--- config.mk ---
export PLATFORM = sky130hd
export DESIGN_NAME = uart_rx_core
export DESIGN_NICKNAME = d
export VERILOG_FILES = /design/src/rtl/uart_rx_core.sv
export SDC_FILE = /design/constraint.sdc
export NUM_CORES = 1
export LEC_CHECK = 0
export ABC_AREA = 1
export BUFFER_PORTS_ARGS = -buffer_cell sky130_fd_sc_hd__buf_4
export CAP_MARGIN = 20
export CORE_ASPECT_RATIO = 1.4
export CORE_MARGIN = 8
export CORE_UTILIZATION = 30
export CTS_CLUSTER_DIAMETER = 40
export DETAILED_ROUTE_END_ITERATION = 12
export HOLD_SLACK_MARGIN = 0.02
export SYNTH_ARGS = -nofsm -noshare
export SYNTH_HDL_FRONTEND = slang
export SYNTH_SLANG_ARGS = --single-unit
--- constraint.sdc ---
create_clock -name clk -period 1.65 [get_ports clk]
set_clock_uncertainty 0.1 [all_clocks]
set_input_delay 0.165 -clock clk [delete_from_list [all_inputs] [get_ports clk]]
set_output_delay 0.165 -clock clk [all_outputs]
set_load 0.02 [all_outputs]
--- src/rtl/uart_rx_core.sv ---
// UART receive engine: synchronised input, mid-bit start validation, oversampled
// data/parity/stop sampling, one-cycle valid pulse per completed frame.
module uart_rx_core #(
    parameter int DATA_BITS  = 8,
    parameter int PARITY     = 0,
    parameter int STOP_BITS  = 1,
    parameter int OVERSAMPLE = 16,
    parameter int BAUD_DIV   = 27
) (
    input  logic                 clk,
    input  logic                 reset,
    input  logic                 serial_in,
    output logic [DATA_BITS-1:0] data_out,
    output logic                 data_valid,
    output logic                 parity_err,
    output logic                 frame_err,
    output logic                 busy
);

    localparam int BW = (BAUD_DIV > 1) ? $clog2(BAUD_DIV) : 1;
    localparam int SW = $clog2(OVERSAMPLE);
    localparam logic [BW-1:0] BAUD_LAST   = BW'(BAUD_DIV - 1);
    localparam logic [SW-1:0] SAMPLE_LAST = SW'(OVERSAMPLE - 1);
    localparam logic [SW-1:0] SAMPLE_HALF = SW'(OVERSAMPLE / 2 - 1);
    localparam logic [3:0]    DATA_LAST   = 4'(DATA_BITS - 1);
    localparam logic [3:0]    STOP_LAST   = 4'(STOP_BITS - 1);

    typedef enum logic [2:0] {
        S_IDLE,
        S_START,
        S_DATA,
        S_PARITY,
        S_STOP
    } state_t;

    state_t                 state, next_state;
    logic [1:0]             sync_q;
    logic                   rx_s;
    logic [BW-1:0]          baud_cnt;
    logic [SW-1:0]          sample_cnt;
    logic [3:0]             bit_cnt;
    logic [DATA_BITS-1:0]   shift_q;
    logic                   armed, par_q, stop_err_q;
    logic                   tick, mid_start, bit_end;
    logic                   start_det, restart, finish;
    logic                   par_xor, par_bad;

    always_ff @(posedge clk or posedge reset) begin
        if (reset) sync_q <= 2'b11;
        else       sync_q <= {sync_q[0], serial_in};
    end

    assign rx_s      = sync_q[1];
    assign tick      = (baud_cnt == BAUD_LAST);
    assign mid_start = tick && (sample_cnt == SAMPLE_HALF);
    assign bit_end   = tick && (sample_cnt == SAMPLE_LAST);
    assign busy      = (state != S_IDLE);
    assign par_xor   = (^shift_q) ^ rx_s;
    assign par_bad   = (PARITY == 1) ? ~par_xor : par_xor;

    always_ff @(posedge clk or posedge reset) begin
        if (reset) state <= S_IDLE;
        else       state <= next_state;
    end

    always_comb begin
        next_state = state;
        start_det  = 1'b0;
        restart    = 1'b0;
        finish     = 1'b0;
        case (state)
            S_IDLE: begin
                if (armed && !rx_s) begin
                    next_state = S_START;
                    start_det  = 1'b1;
                end
            end
            S_START: begin
                if (mid_start) begin
                    if (!rx_s) begin
                        next_state = S_DATA;
                        restart    = 1'b1;
                    end else begin
                        next_state = S_IDLE;
                    end
                end
            end
            S_DATA: begin
                if (bit_end && bit_cnt == DATA_LAST)
                    next_state = (PARITY != 0) ? S_PARITY : S_STOP;
            end
            S_PARITY: begin
                if (bit_end) next_state = S_STOP;
            end
            S_STOP: begin
                if (bit_end && bit_cnt == STOP_LAST) begin
                    next_state = S_IDLE;
                    finish     = 1'b1;
                end
            end
            default: next_state = S_IDLE;
        endcase
    end

    // Both timing counters sit at zero in IDLE so a start edge always begins a clean bit period.
    always_ff @(posedge clk or posedge reset) begin
        if (reset) begin
            baud_cnt   <= '0;
            sample_cnt <= '0;
        end else if (state == S_IDLE || restart) begin
            baud_cnt   <= '0;
            sample_cnt <= '0;
        end else if (tick) begin
            baud_cnt   <= '0;
            sample_cnt <= (sample_cnt == SAMPLE_LAST) ? '0 : sample_cnt + SW'(1);
        end else begin
            baud_cnt   <= baud_cnt + BW'(1);
        end
    end

    always_ff @(posedge clk or posedge reset) begin
        if (reset) begin
            armed      <= 1'b0;
            bit_cnt    <= '0;
            shift_q    <= '0;
            par_q      <= 1'b0;
            stop_err_q <= 1'b0;
            data_out   <= '0;
            data_valid <= 1'b0;
            parity_err <= 1'b0;
            frame_err  <= 1'b0;
        end else begin
            data_valid <= 1'b0;
            if (state == S_IDLE && rx_s) armed <= 1'b1;
            if (start_det) begin
                bit_cnt    <= '0;
                par_q      <= 1'b0;
                stop_err_q <= 1'b0;
            end
            case (state)
                S_DATA: begin
                    if (bit_end) begin
                        shift_q <= {rx_s, shift_q[DATA_BITS-1:1]};
                        bit_cnt <= (bit_cnt == DATA_LAST) ? '0 : bit_cnt + 4'd1;
                    end
                end
                S_PARITY: begin
                    if (bit_end) par_q <= par_bad;
                end
                S_STOP: begin
                    if (bit_end) begin
                        if (!rx_s) stop_err_q <= 1'b1;
                        // Frame is published and the receiver disarmed so a held-low line cannot retrigger.
                        if (finish) begin
                            data_out   <= shift_q;
                            data_valid <= 1'b1;
                            parity_err <= par_q;
                            frame_err  <= stop_err_q | ~rx_s;
                            armed      <= 1'b0;
                            bit_cnt    <= '0;
                        end else begin
                            bit_cnt    <= bit_cnt + 4'd1;
                        end
                    end
                end
                default: ;
            endcase
        end
    end

endmodule

**Yosys cells after proc, flatten, opt, wreduce, memory -nomap -nowiden**

Cells that the tools add are included.

- Register bits: 40
- Input port bits: 3
- Output and inout bits: 12
- Logic and storage cells: 87

- Add/subtract/negate cells: 3
- Eq/ne operators: 13
- Multiplexer cells: 39
- Bitwise gates (word level): 3
- Reduce and logical (&&, ||, !) cells: 16

Operators by type and width:

| operator | count |
|---|---|
| $mux 4 | 8 |
| $mux 1 | 21 |
| $mux 3 | 5 |
| $pmux 3 s5 | 1 |
| $mux 5 | 2 |
| $ne 2x2->1 const B | 5 |
| $add 4x1->4 const B | 2 |
| $eq 4x3->1 const B | 2 |
| $pmux 4 s2 | 1 |
| $reduce_xor 8->1 | 1 |
| $eq 3x2->1 const B | 2 |
| $logic_and 1x1->1 | 6 |
| $add 5x1->5 const B | 1 |
| $eq 5x5->1 const B | 1 |
| $reduce_and 5->1 | 1 |
| $eq 4x4->1 const B | 1 |
| $logic_not 4->1 | 1 |
| $eq 3x1->1 const B | 1 |
| $eq 3x3->1 const B | 1 |
| $logic_not 3->1 | 1 |
| $reduce_and 3->1 | 1 |
| $reduce_bool 3->1 | 1 |
| $mux 2 | 1 |
| $reduce_and 2->1 | 1 |
| other kinds (6) | 6 |

**Depth between registers and ports, before layout**

Gate-level depths: netlist (run 1).

- Word-level depth: 8
- Depth in mapped cells: 11
- Depth with buffers taken out: 11

**Worst setup path before layout (run 1)**

Ideal clock, no wire load.

- Path type: reg2reg
- Start: reg baud_cnt[0]
- End: reg frame_err
- Library setup time: 0.121 ns
- Arrival time: 1.334 ns
- Required time: 1.429 ns
- Path slack: 0.094 ns
- Stages on the path, launching flop included: 11
- Buffers on the path: 1
- Period minus slack after synthesis: 1.556 ns
- Path through: dfrtp_1 -> inv_1 -> ha_1 -> nand2_2 -> nor2_4 -> nand2_4 -> inv_6 -> nand3_4 -> buf_6 -> nand2_1 -> o21ai_2

- Word-level cells in the longest chain between the ends: 6

RTL lines:

| what | line | source |
|---|---|---|
| from (decl) | 39 | `logic [BW-1:0] baud_cnt;` |
| from (signal assigned) | 117 | `baud_cnt <= baud_cnt + BW'(1);` |
| $eq 5x5->1 * | 54 | `assign tick = (baud_cnt == BAUD_LAST);` |
| $logic_and 1x1->1 * | 56 | `assign bit_end = tick && (sample_cnt == SAMPLE_LAST);` |
| $logic_and 1x1->1 | 96 | `if (bit_end && bit_cnt == STOP_LAST) begin` |
| $mux 1 | 96 |  |
| $mux 1 | 71 | `case (state)` |
| $reduce_and 3->1 (no line) * | n/a |  |
| to (signal assigned) | 158 | `frame_err <= stop_err_q \| ~rx_s;` |
| to (decl) | 16 | `output logic frame_err,` |

Mark *: on every way between the ends. The rest lies on a longest branch, timed or not.
A chain may end at the register's enable or synchronous reset.

**Final worst setup path (run 1)**

- Start: reg sample_cnt[1]
- End: reg data_out[0]

- Word-level cells in the longest chain between the ends: 6

RTL lines:

| what | line | source |
|---|---|---|
| from (decl) | 40 | `logic [SW-1:0] sample_cnt;` |
| from (signal assigned) | 115 | `sample_cnt <= (sample_cnt == SAMPLE_LAST) ? '0 : sample_cnt + SW'(1);` |
| $eq 4x4->1 * | 56 |  |
| $logic_and 1x1->1 * | 56 |  |
| $logic_and 1x1->1 | 96 |  |
| $mux 1 | 96 |  |
| $mux 1 | 71 |  |
| $reduce_and 3->1 (no line) * | n/a |  |
| to (signal assigned) | 155 | `data_out <= shift_q;` |
| to (decl) | 13 | `output logic [DATA_BITS-1:0] data_out,` |

Marked as above.

==> metrics.sh, run 1 <==
TOTALPOWERFINAL_mW=2.60
TIMING.CRITICAL_PATH.FANOUT_MAX=9
SLEW-LIMIT-HEADROOM=0.662
PATH_CLASS='reg -> reg'
SYNTH.AVG_CELL_AREA_UM2=8.74
POST-DP-HPWL_UM=3120
FLOW.AREA_GROWTH_FROM_SYNTHESIS_PCT=29.0
POSTLAYOUTCOREUTIL=0.396
RUN_STATUS='complete, no violations'
CRITICAL_PATH.TOP_DELAY_FAMILY='simple AND/OR/NAND/NOR gates'
REQUIRED_NS=1.77
GRT_MAX_DEGREE=20
POST_ROUTE_CELLS_DRIVE_ABOVE_1_SHARE=0.357
SYNTH.DISTINCT_CELLS=29
FIRST_ITER_VIOLATIONS=84
FINAL_ANTENNA_NET_COUNT=0
N_FILL_CELL=690
LAYOUT.CELLS.MOST_COMMON_LIST='nand2_1, dfrtp_1, buf_4, nand3_1, inv_1'
TIMING.HOLD.WORST.CLASS='reg -> reg'
CRIT_ARRIVAL_NS=1.73
CLK_ROOT_BUFFER_CELL='clkbuf_8'
CTSHTREEMAXLEVEL=2
IO_BUFFERS=14
MIN_PERIOD_NS=1.61
FINAL_NUMBER_OF_SETUP_VIOLATING_ENDPOINTS=0
MAX_CLOCK_FREQ_MHz=622
CTS_TREE='yes'
TIMING.CRITICAL_PATH.FROM='sample_cnt[1]'
WORSTREG2REGSTART='sample_cnt[1]'
POST-ROUTE-DRC-COUNT=0
GLOBALPLACE.CONGESTION=0.788
SEQ_AREA_FRAC_SYNTH=0.474
DIE_SPAN_IN_Y_UM=115
FINAL.PERIOD_UTILIZATION=0.974
WORSTSETUPENDPOINTTYPE='register'
SYNTH_AREA_MM2=0.00212
DESIGN.PORTCOUNT=15
SYN-INSTANCE-COUNT=242
GRT_UTIL_ALL_LAYERS=0.0947
NUM_ROWS=36
WL_PER_INSTANCE_UM=12.0
ROUTE.VIAS.TOTAL=1709
FIN_TNS_SETUP_NS=0
N_ANTENNA_CELL=0
COUNT_OF_NETS_AFTER_FINISHING=293
GRT_PASS1_WL_UM=7470
DRT-VIAS-PER-INSTANCE=4.49
TRITONCTS_SINK_COUNT=40
MAX-VDD-IR-DROP_V=0.000603
CAP_VIOLATIONS=0
CRIT_BUF_INV=1
GRT_PASS1_VIAS=1664
SYNTHESIS.YOSYS.WARNINGS=0
DIE_X_UM=87.0
LAYOUT_COMMONEST_CELL='nand2_1'
WORSTHOLDSTART='sync_q[0]'
PATH_CLK_SLEW_NS=0.08
POWER.LEAKAGE_nW=1.35
TIMING_MAX_TRANSITION_VIOLATIONS_FINAL=0
WORST_PATH_MOST_REPEATED_CELL='nand2_4'
PLACEABLECOREAREA_MM2=0.00689
ANTENNA_FOUND_INITIAL=0
DPL.CELL_COUNT=360
ROUTED_WL_UM=4560
WORST_PIN_SLEW_NS=0.506
DRTPASS1ITERATIONS=4
FINALHOLDVIOLCOUNT=0
SLOWEST_DELAY_NS=0.42
SYN_NETS=250
FINAL-INSTANCE-COUNT-EXCL-FILL=381
GRT_SETUP_UNREPAIRED='yes'
BUFFER_LEVELS_ON_THE_LONGEST_CLOCK_PATH=2
CTS_MADE_BUFFERS=5
CP_SLOWEST_CELL='dfrtp_1'
DIEAREA_MM2=0.0100
CRITICAL_PATH.CELL_CHAIN='ha_4 -> nand2_4 -> nor2_4 -> nand2_4 -> clkinv_8 -> nand3_2 -> o21ai_2'
CLOCK_LATENCY_REPORTED_FOR_THE_LATE_SIDE_OF_THE_WORST_SKEW_PAIR_NS=0.29
POWERDENSITY_mW_PER_MM2=952
GRT-OVFL-TOTAL=0
STARTPOINT_TYPE='register'
START_UTIL=0.307
SYNTH_SEQ_CELLS=40
==> path summary, 6_finish.rpt <==
path                                to  slack, ns  cells past startpoint
min in group asynchronous   parity_err       0.36                      3
setup reg to reg           data_out[0]       0.04                      7
max in group asynchronous   bit_cnt[2]       0.56                      4
setup / recovery           data_out[0]       0.04                      7
hold reg to reg              sync_q[1]       0.25                      0
hold / removal               sync_q[1]       0.25                      0
==> timing repair <==
action / 4_1_cts / 5_1_grt
buffers inserted: 1 / 7
gates cloned: 1 / 2
pin swaps: 1 / 11
setup endpoints to repair: 12 / 22
gates resized for setup: 4 / 21
hold buffers: 2 / 0
endpoints found under the hold margin: 10 / 0
==> cell usage after synthesis <==
cell	n	area, um^2
nand2_1	68	255
ha_1	5	62.6
nor2_8	1	20.0
o21ai_2	17	149
a21oi_1	3	15.0
buf_6	3	33.8
inv_6	1	8.76
nor2_2	4	25.0
nand2_2	7	43.8
nand4_1	3	18.8
dfrtp_1	38	951
nor2_4	2	22.5
nand3_1	23	115
a22oi_1	1	7.51
xnor2_1	3	26.3
nand3_4	1	17.5
inv_2	3	11.3
o21ai_0	2	10.0
xor2_1	3	26.3
nand2_4	2	22.5
clkinv_4	1	8.76
nor3_1	1	5.00
dfstp_2	2	52.6
inv_1	24	90.1
nor2_1	18	67.6
nor3b_4	1	18.8
o21ai_1	3	15.0
a21oi_2	1	8.76
nor3b_1	1	7.51
==> area by class of cell <==
| type | instances | area [um^2] | share of cell area |
|---|---|---|---|
| repair buffers | 36 | 300 | 0.110 |
| inverters | 29 | 126 | 0.0463 |
| multi-input cells | 173 | 1070 | 0.393 |
| clock inverters | 2 | 35.0 | 0.0128 |
| flip-flops and latches | 40 | 1000 | 0.368 |
| well taps | 95 | 119 | 0.0436 |
| clock buffers | 6 | 72.6 | 0.0266 |
==> flip-flops by register name, summed over array words and instances, names as in the netlist <==
register	count
data_out	8
shift_q	8
baud_cnt	5
bit_cnt	4
sample_cnt	4
state	3
sync_q	2
armed	1
data_valid	1
frame_err	1
par_q	1
parity_err	1
stop_err_q	1
==> power breakdown <==
group	total (mW)	internal (mW)	switching (mW)
Clock	0.791	0.449	0.342
Combinational	0.725	0.287	0.438
Sequential	1.08	1.04	0.0438
==> through the flow <==
stage	instance area, um^2	setup WS, ns	hold slack, ns
6_report	2730	0.0429	0.254
5_1_grt	2730	-0.0398	0.256
4_1_cts	2580	0.0111	0.256
3_5_place_dp	2420	-0.0839	0.129
3_3_place_gp	2420	-0.0330	0.133
2_1_floorplan	2120	0.0943	0.0695
==> routing by layer <==
| layer | track usage | vias to the layer above | part of all wire |
|---|---|---|---|
| met5 | 0 | - | 0 |
| met4 | 0.0415 | 0 | 0.020 |
| met3 | 0.0250 | 8 | 0.031 |
| met2 | 0.175 | 23 | 0.55 |
| met1 | 0.0962 | 815 | 0.40 |
| li1 | - | 863 | - |
==> cells by family after synthesis <==
family	Yosys count	share of synthesized area
flops	40	0.474
simple gates	132	0.302
buf+inv	32	0.0721
fa+ha+maj	5	0.0296
xor+xnor	6	0.0248
compound gates	27	0.0970
Note: power is estimated with default switching activity, not from simulation.
==> inputs of run 2 (changes only) <==
==> constraint.sdc (replaced) <==
create_clock -name clk -period 1.65 [get_ports clk]
set_clock_uncertainty 0.1 [all_clocks]
set_input_delay 0.2475 -clock clk [delete_from_list [all_inputs] [get_ports clk]]
set_output_delay 0.2475 -clock clk [all_outputs]
set_load 0.02 [all_outputs]
==> run 2 against run 1 <==
Die area did not move. Highest routed layer unchanged. Register-to-register slack barely moved. Maximum frequency shrank 2.3%. Combinational power is 4.0% higher. Count of clock-buffer cells in the layout is the same. Non-clock buffer count up 1. Sequential cell count unchanged. Critical path depth is 1 lower. Largest power group unchanged. Sequential share of layout area is 0.74 points lower.
==> metrics.sh, run 2 (synthesized netlist as in run 1, its figures left out) <==
RUN_STATUS='complete, no violations'
TIMING.HOLD.WORST.CLASS='reg -> reg'
TOTALPOWERFINAL_mW=2.62  # +0.99%
STARTPOINT_TYPE='register'
BUFFER_LEVELS_ON_THE_LONGEST_CLOCK_PATH=2  # unchanged
CTS_TREE='yes'
POST_DP_CELL_AREA_MM2=0.00242  # unchanged
MIN_PERIOD_NS=1.64  # +0.0374 ns
CTSHTREEMAXLEVEL=2  # unchanged
PART_OF_THE_POWER_IN_COMBINATIONAL_LOGIC=0.287  # +0.008
POSTLAYOUTCOREUTIL=0.404  # +0.00817
GRT_UTIL_ALL_LAYERS=0.0947  # unchanged
POST_ROUTE_CELLS_DRIVE_ABOVE_1_SHARE=0.372  # +0.0149
DESIGN.PORTCOUNT=15  # unchanged
ROUTED_WL_UM=4730  # +3.7%
PLACEABLECOREAREA_MM2=0.00689  # unchanged
CTS_MADE_BUFFERS=5  # unchanged
N_FILL_CELL=682  # -1.2%
FINAL_ANTENNA_NET_COUNT=0  # unchanged
AREA_OF_ALL_PLACED_CELLS_WITHOUT_FILLERS_MM2=0.00279  # +2.1%
TIMING_MAX_TRANSITION_VIOLATIONS_FINAL=0  # unchanged
GRT-OVFL-TOTAL=0  # unchanged
TIMING.CRITICAL_PATH.FANOUT_MAX=4  # -5
GRT_PASS1_VIAS=1671  # +0.42%
FIRST_ITER_VIOLATIONS=83  # -1.2%
P_INT_mW=1.79  # +0.98%
POST-DP-HPWL_UM=3120  # unchanged
POWERDENSITY_mW_PER_MM2=942  # -1.1%
FINALHOLDVIOLCOUNT=0  # unchanged
DRTPASS1ITERATIONS=4  # unchanged
NUM_ROWS=36  # unchanged
MAX_CLOCK_FREQ_MHz=608  # -2.3%
WORST_PIN_SLEW_NS=0.505  # -0.00126 ns
LAYOUT.CELLS.MOST_COMMON_LIST='nand2_1, dfrtp_1, buf_4, nand3_1, inv_1'
PATH_CLASS='reg -> out'
POWER.LEAKAGE_nW=1.34  # -0.44%
GLOBALPLACE.CONGESTION=0.788  # unchanged
START_UTIL=0.307  # unchanged
PATH_CLK_SLEW_NS=0.08  # about the same
FINAL.PERIOD_UTILIZATION=0.997  # +0.0227
GRT_SETUP_UNREPAIRED='yes'
GRT_PASS1_WL_UM=7470  # unchanged
ROUTE.VIAS.TOTAL=1743  # +2.0%
POST-ROUTE-WORST-SETUP-SLACK_NS=0.00546  # -0.0374 ns
CP_SLOWEST_CELL='dfrtp_1'
TRITONCTS_SINK_COUNT=40  # unchanged
FLOW.AREA_GROWTH_FROM_SYNTHESIS_PCT=31.6
LAYOUT_COMMONEST_CELL='nand2_1'
COUNT_OF_NETS_AFTER_FINISHING=295  # +0.68%
TOP_REGS='data_out x8, shift_q x8, baud_cnt x5'
WORSTSETUPENDPOINTTYPE='output pin'
SHARE_SEQ_OF_TOTAL_POWER=0.413  # -0.003
CRIT_BUF_INV=4  # +3
CAP_VIOLATIONS=0  # unchanged
DRT-VIAS-PER-INSTANCE=4.55  # +1.5%
CLOCK_LATENCY_REPORTED_FOR_THE_LATE_SIDE_OF_THE_WORST_SKEW_PAIR_NS=0.29  # about the same
SLEW-LIMIT-HEADROOM=0.663  # +0.000838
N_ANTENNA_CELL=0  # unchanged
SW_FRAC_OF_TOTAL=0.317  # about the same
CRITICAL_PATH.TOP_DELAY_FAMILY='buffers and inverters'
ANTENNA_FOUND_INITIAL=0  # unchanged
WL_PER_INSTANCE_UM=12.3  # +3.2%
CLK_ROOT_BUFFER_CELL='clkbuf_8'
REQUIRED_NS=1.30  # -0.47 ns
PWR-SHARE-CLK=0.299  # -0.006
DIE_SPAN_IN_Y_UM=115  # unchanged
IO_BUFFERS=14  # unchanged
MAX-VDD-IR-DROP_V=0.000600  # -0.39%
SLOWEST_DELAY_NS=0.40  # -0.02 ns
CRITICAL_PATH.CELL_CHAIN='inv_2 -> nand2_4 -> nor2_4 -> buf_4 -> inv_2 -> buf_6'
GRT_MAX_DEGREE=20  # unchanged
FINAL_NUMBER_OF_SETUP_VIOLATING_ENDPOINTS=0  # unchanged
CRIT_ARRIVAL_NS=1.30  # -0.43 ns
DIE_X_UM=87.0  # unchanged
POST-ROUTE-DRC-COUNT=0  # unchanged
PLACE_WS_NS=-0.0839  # unchanged
DIEAREA_MM2=0.0100  # unchanged
WORST_PATH_MOST_REPEATED_CELL='inv_2'
POWER.NET_SWITCHING_mW=0.832  # +1.0%
## run 2: worst paths after layout
check / start / end / slack, ns / cells past startpoint
worst min-delay path: sync_q[0] / sync_q[1] / 0.25 / 0
worst max register to register: sample_cnt[1] / shift_q[3] / 0.03 / 9
worst max-delay path: state[1] / busy / 0.005 / 6
min in group asynchronous: reset / parity_err / 0.44 / 3
worst min register to register: sync_q[0] / sync_q[1] / 0.25 / 0
max in group asynchronous: reset / baud_cnt[1] / 0.48 / 4
## run 2: metrics by stage
stage | cells | TNS (ns) | hold WS [ns]
global placement | 360 | -0.293 | 0.215
CTS | 372 | -0.0537 | 0.256
floorplan | 242 | 0 | 0.152
finish | 383 | 0 | 0.252
global route | 383 | -0.659 | 0.256
detailed placement | 360 | -0.737 | 0.212
## run 2: timing repair
| action | 4_1_cts | 5_1_grt |
|---|---|---|
| pin swaps | 1 | 11 |
| cloned | 1 | 3 |
| resized for setup | 5 | 28 |
| hold buffers | 2 | 0 |
| hold endpoints to repair | 10 | 0 |
| setup buffers | 1 | 8 |
| setup endpoints to repair | 12 | 22 |
## run 2: routing by layer
layer / global-route usage / share of wire
met1: 0.0962 / 0.40
met2: 0.173 / 0.55
met3: 0.0250 / 0.032
met4: 0.0461 / 0.023
met5: 0 / 0
## run 2: worst reg2reg max path, stage by stage (launching register included)
cell      delay, ns
dfrtp_1        0.41
ha_4           0.17
nand2_2        0.08
nor2_4         0.18
nand2_4        0.12
clkinv_8       0.12
nand2_8        0.08
buf_12         0.15
nand2_2        0.06
o21ai_2        0.05
## run 2: power groups by stage
stage	clock (mW)	combinational (mW)	sequential (mW)
floorplan	0	0.399	1.10
global placement	0	0.552	1.10
detailed placement	0	0.557	1.10
CTS	0.812	0.595	1.08
global route	0.847	0.850	1.09
finish	0.785	0.754	1.08
## run 2: final cells by class
cell class | instances | area (um^2) | area share
multi-input combinational | 174 | 1120 | 0.401
sequential | 40 | 1000 | 0.360
timing repair buffer | 37 | 312 | 0.112
inverter | 29 | 126 | 0.0454
tap | 95 | 119 | 0.0427
clock buffer | 6 | 72.6 | 0.0261
clock inverter | 2 | 35.0 | 0.0126
